File: src/rtl/sevenseg_scan_decoder.sv
// Recovers hex digits from a multiplexed active-low seven-segment bus.
// Each stable one-hot-low anode interval yields exactly one capture.
module sevenseg_scan_decoder #(
    parameter int STABLE_CYCLES  = 4,
    parameter int TIMEOUT_CYCLES = 1024
) (
    input  logic       clk,
    input  logic       reset,
    input  logic [6:0] segment,
    input  logic [7:0] an,
    input  logic       clear,
    input  logic [2:0] rd_sel,
    output logic [3:0] rd_num,
    output logic       rd_valid,
    output logic       rd_err,
    output logic       frame_done,
    output logic       timeout
);

    localparam int SW = (STABLE_CYCLES > 2) ? $clog2(STABLE_CYCLES) : 1;
    localparam int TW = $clog2(TIMEOUT_CYCLES + 1);
    localparam logic [SW-1:0] SMAX = SW'(STABLE_CYCLES - 1);
    localparam logic [TW-1:0] TMAX = TW'(TIMEOUT_CYCLES);

    localparam logic [1:0] ST_WAIT = 2'd0;
    localparam logic [1:0] ST_CAP  = 2'd1;
    localparam logic [1:0] ST_HOLD = 2'd2;

    logic [14:0]   s_cur_q, s_prev_q, cap_q, cap_d;
    logic [SW-1:0] scnt_q, scnt_d;
    logic [1:0]    state_q, state_d;
    logic [3:0]    digit_q [8];
    logic [3:0]    digit_d [8];
    logic [7:0]    valid_q, valid_d, err_q, err_d, seen_q, seen_d;
    logic          frame_q, frame_d, tout_q, tout_d;
    logic [TW-1:0] tcnt_q, tcnt_d;

    logic       changed, one_hot, do_cap, legal;
    logic [2:0] idx;
    logic [3:0] nib;
    logic [7:0] cap_an;
    logic [6:0] cap_seg;

    assign changed = (s_cur_q != s_prev_q);
    assign one_hot = $onehot(~s_cur_q[14:7]);
    assign do_cap  = (state_q == ST_CAP);
    assign cap_an  = cap_q[14:7];
    assign cap_seg = cap_q[6:0];

    always_comb begin
        idx = 3'd0;
        for (int i = 0; i < 8; i++) begin
            if (!cap_an[i]) idx = 3'(i);
        end
    end

    always_comb begin
        legal = 1'b1;
        nib   = 4'h0;
        case (cap_seg)
            7'h40: nib = 4'h0;
            7'h79: nib = 4'h1;
            7'h24: nib = 4'h2;
            7'h30: nib = 4'h3;
            7'h19: nib = 4'h4;
            7'h12: nib = 4'h5;
            7'h02: nib = 4'h6;
            7'h78: nib = 4'h7;
            7'h00: nib = 4'h8;
            7'h10: nib = 4'h9;
            7'h08: nib = 4'hA;
            7'h03: nib = 4'hB;
            7'h46: nib = 4'hC;
            7'h21: nib = 4'hD;
            7'h06: nib = 4'hE;
            7'h0E: nib = 4'hF;
            default: legal = 1'b0;
        endcase
    end

    always_comb begin
        scnt_d = changed ? '0 : ((scnt_q == SMAX) ? SMAX : scnt_q + SW'(1));
        state_d = state_q;
        cap_d   = cap_q;
        // Decide on the pre-edge bus value and latch it, so a change
        // landing on the capture edge cannot corrupt the stored digit.
        case (state_q)
            ST_WAIT: begin
                if (scnt_d == SMAX && one_hot) begin
                    state_d = ST_CAP;
                    cap_d   = s_cur_q;
                end
            end
            ST_CAP:  state_d = changed ? ST_WAIT : ST_HOLD;
            ST_HOLD: state_d = changed ? ST_WAIT : ST_HOLD;
            default: state_d = ST_WAIT;
        endcase
    end

    always_comb begin
        digit_d = digit_q;
        valid_d = clear ? 8'h00 : valid_q;
        err_d   = clear ? 8'h00 : err_q;
        seen_d  = (clear || seen_q == 8'hFF) ? 8'h00 : seen_q;
        frame_d = (seen_q == 8'hFF) && !clear;
        if (do_cap) begin
            digit_d[idx] = legal ? nib : 4'h0;
            valid_d[idx] = 1'b1;
            err_d[idx]   = !legal;
            seen_d[idx]  = 1'b1;
        end
        if (do_cap || clear) tcnt_d = '0;
        else if (tcnt_q == TMAX) tcnt_d = TMAX;
        else tcnt_d = tcnt_q + TW'(1);
        tout_d = clear ? 1'b0 : (tout_q || tcnt_d == TMAX);
    end

    always_ff @(posedge clk or negedge reset) begin
        if (!reset) begin
            s_cur_q  <= 15'h7FFF;
            s_prev_q <= 15'h7FFF;
            cap_q    <= 15'h7FFF;
            scnt_q   <= '0;
            state_q  <= ST_WAIT;
            for (int i = 0; i < 8; i++) digit_q[i] <= 4'h0;
            valid_q  <= 8'h00;
            err_q    <= 8'h00;
            seen_q   <= 8'h00;
            frame_q  <= 1'b0;
            tcnt_q   <= '0;
            tout_q   <= 1'b0;
        end else begin
            s_cur_q  <= {an, segment};
            s_prev_q <= s_cur_q;
            cap_q    <= cap_d;
            scnt_q   <= scnt_d;
            state_q  <= state_d;
            digit_q  <= digit_d;
            valid_q  <= valid_d;
            err_q    <= err_d;
            seen_q   <= seen_d;
            frame_q  <= frame_d;
            tcnt_q   <= tcnt_d;
            tout_q   <= tout_d;
        end
    end

    assign rd_num     = digit_q[rd_sel];
    assign rd_valid   = valid_q[rd_sel];
    assign rd_err     = err_q[rd_sel];
    assign frame_done = frame_q;
    assign timeout    = tout_q;

endmodule

File: config.mk
export PLATFORM = sky130hd
export DESIGN_NAME = sevenseg_scan_decoder
export DESIGN_NICKNAME = d
export VERILOG_FILES = /design/src/rtl/sevenseg_scan_decoder.sv
export SDC_FILE = /design/constraint.sdc
export NUM_CORES = 1
export LEC_CHECK = 0
export CORE_MARGIN = 2
export CORE_UTILIZATION = 43
export DETAILED_ROUTE_END_ITERATION = 7
export GPL_ROUTABILITY_DRIVEN = 0
export SYNTH_ARGS = -nofsm -noshare
export SYNTH_HDL_FRONTEND = slang
export SYNTH_SLANG_ARGS = --single-unit
File: constraint.sdc
create_clock -name clk -period 5.1 [get_ports clk]
set_clock_uncertainty 0.1 [all_clocks]
set_input_delay 1.02 -clock clk [delete_from_list [all_inputs] [get_ports clk]]
set_output_delay 1.02 -clock clk [all_outputs]
set_load 0.01 [all_outputs]
==> results.cfg <==
[worst_setup_path]
start_kind = input port
r2r_cells = 12
cp.arrival_ps = 3060
worst_path_max_delay_cell = clkdlybuf4s50_1
crit_type = in2out
crit_top_cell = clkdlybuf4s50_1
cp_cell_sequence = clkdlybuf4s50_1 -> mux4_2 -> mux2_2 -> clkdlybuf4s50_1
worstPathRequired_ps = 3980
end_kind = output pin
max_stage_delay_ps = 870
cp_max_fo = 12

[cts]
numCtsBuffers = 17
numClockSinks = 117
clk_path_buf_depth = 2
hold_buffers = 0
clock_latency_ps = 410
post_cts_resized = 0
clk_pin_slew_ps = 50
root_buffer = clkbuf_16
post_cts_buffers = 0
cts_tree = built
cts_htree_levels = 4

[synthesis]
synth_common_cells = 73 x dfrtp_1, 47 x nand2_1, 44 x dfstp_2, 34 x nor2_1
synth_most_common_cell = dfrtp_1
synth_mux_area_frac = 0.1046
syn_avg_cell_area_um2 = 11.64
ys_seq_elements = 117
synthTopCellsByArea = dfrtp_1 33%, dfstp_2 21%, mux4_2 4.9%
synthXorXnorAreaFrac = 0.04155
synth_compound_area_frac = 0.08927
yosysUniqueCellTypes = 62
async_flop_share = 1.000
synth_ff_type = dfrtp_1
synthAdderAreaFrac = 0.03059
synth_edf_count = 0
synth_top_cell_area_share = 0.3333
synth-simple-area-share = 0.1473
yosys.area.top_type = dfrtp_1
syn_inst = 471
ys_warn_count = 0
synth_fp_nets = 503
synth_top_family_by_area = simple AND/OR/NAND/NOR gates
syn_area_mm2 = 0.005480
ys_seq_area_frac = 0.5443

[worst_hold_path]
hold_depth = 0
hold_class = reg2reg

[die]
die_area_mm2 = 0.01366
initial_core_util = 0.4378
die_h_um = 116.9
num_rows = 41
io_pins = 29
dieWidth_um = 116.9
core_area_mm2 = 0.01252

[routing]
wirelength_um = 10290
route.detailed.drc = 0
viasPerCell = 5.187
num_vias = 3527
ant_nets = 0
wl_per_cell_um = 15.13
dr_wl_met3_um = 537
first_iter_violations = 292
firstDrtPassIters = 5
dr_wl_met2_um = 4829
highest-signal-layer = met4
drt-met1-wl_um = 4764

[sta]
slew_headroom = 0.2944
rsz0062_at_grt = no
tns_ps = 0
fmax_mhz = 239.0
hold_slack_ps = 278.7
max_slew.worst_pin.slew_ps = 1052
period_share = 0.8204
final-max-slew-violation-count = 0
setup_viol_count_final = 0
hold_violations = 0
fin_crit_ps = 4184

[global_routing]
grt_overflow = 0
grt_pass1_vias = 3468
antenna_found_initial = 0
grt_max_degree = 78
track_usage = 0.1685
grt_pass1_wl_um = 17340

[flow_run]
cap_violations = 0

[finish]
fin_nets = 528
drive_gt1_frac = 0.2421
finish.instance_area_mm2 = 0.006439
syn2layout_area_growth_pct = 17.49
antenna_cells = 0
fill_cells = 1114
fin_util = 0.5144

[power_and_ir_drop]
p_leak_nw = 2.787
peakVddDrop_v = 0.0002311
powerDensity_mw_per_mm2 = 343.8

[place]
dp_hpwl_um = 6828
placed_area_mm2 = 0.005864
io_buffers = 28

[status]
outcome = finished, final reports clean
==> state kept, by name, indices dropped and copies added, names as in the netlist <==
signal,flops
digit_q,32
s_cur_q,15
s_prev_q,15
cap_q,14
tcnt_q,11
err_q,8
seen_q,8
valid_q,8
scnt_q,2
state_q,2
frame_done,1
timeout,1
==> stage by stage <==
| stage | total power, W | cells | setup slack, ps |
|---|---|---|---|
| 3_3_place_gp | 0.001082 | 649 | 945.8 |
| 2_1_floorplan | 0.001034 | 471 | 1261 |
| 6_report | 0.002213 | 680 | 915.8 |
| 3_5_place_dp | 0.001086 | 649 | 927.3 |
| 5_1_grt | 0.002297 | 680 | 651.6 |
| 4_1_cts | 0.002242 | 680 | 889.3 |
==> layout by cell type (no fill, tap or decap), types with 6 or more instances in the layout <==
cell type        count
xor2_1              11
nand2_1             47
nor2_1              34
inv_1               25
a21oi_1             17
o21ai_0             25
mux4_2              12
nand4_1              8
dfstp_2             44
clkdlybuf4s50_1     27
nand3_1             17
clkbuf_16           17
dfrtp_1             73
mux2_2              17
nor3_1              11
a21o_1               6
ha_1                 7
xnor2_1             15
==> final timing paths <==
check,from,to,slack [ps]
min in group asynchronous,reset,seen_q[3],670
worst min register to register,s_cur_q[6],s_prev_q[6],280
max in group asynchronous,reset,cap_q[4],3160
worst max-delay path,rd_sel[1],rd_err,920
worst max register to register,s_cur_q[8],cap_q[8],940
worst min-delay path,s_cur_q[6],s_prev_q[6],280
==> logic make-up after synthesis <==
logic type,after synthesis
buf+inv,51
xor+xnor,26
compound gates,75
mux,36
fa+ha+maj,11
flops,117
simple gates,155
==> metal layers <==
metal	up-vias	track usage
met1	1712	0.2264
met2	96	0.2559
li1	1702	-
met3	17	0.04892
met5	-	0
met4	0	0.07373
==> worst max-delay path, delay by kind of cell <==
family / cells / cell delay [ps]
buffers and inverters: 2 / 1360
multiplexers: 2 / 680
==> area by class of cell <==
| cell class | count | area [µm²] | area share |
|---|---|---|---|
| clock inverters | 5 | 75.07 | 0.01166 |
| clock buffers | 26 | 499.2 | 0.07754 |
| multi-input cells | 303 | 2265 | 0.3517 |
| well taps | 172 | 215.2 | 0.03342 |
| flip-flops and latches | 117 | 2983 | 0.4633 |
| repair buffers | 32 | 307.8 | 0.04780 |
| inverters | 25 | 93.84 | 0.01457 |
==> power by group <==
| group | internal, W | total [W] | switching (W) | leakage [nW] |
|---|---|---|---|---|
| Combinational | 0.0000450 | 0.000100 | 0.0000554 | 1.03 |
| Clock | 0.000764 | 0.00115 | 0.000381 | 0.284 |
| Sequential | 0.000955 | 0.000968 | 0.0000132 | 1.48 |
| Total | 0.00176 | 0.00221 | 0.000449 | 2.79 |
(Power assumes the default switching activity.)
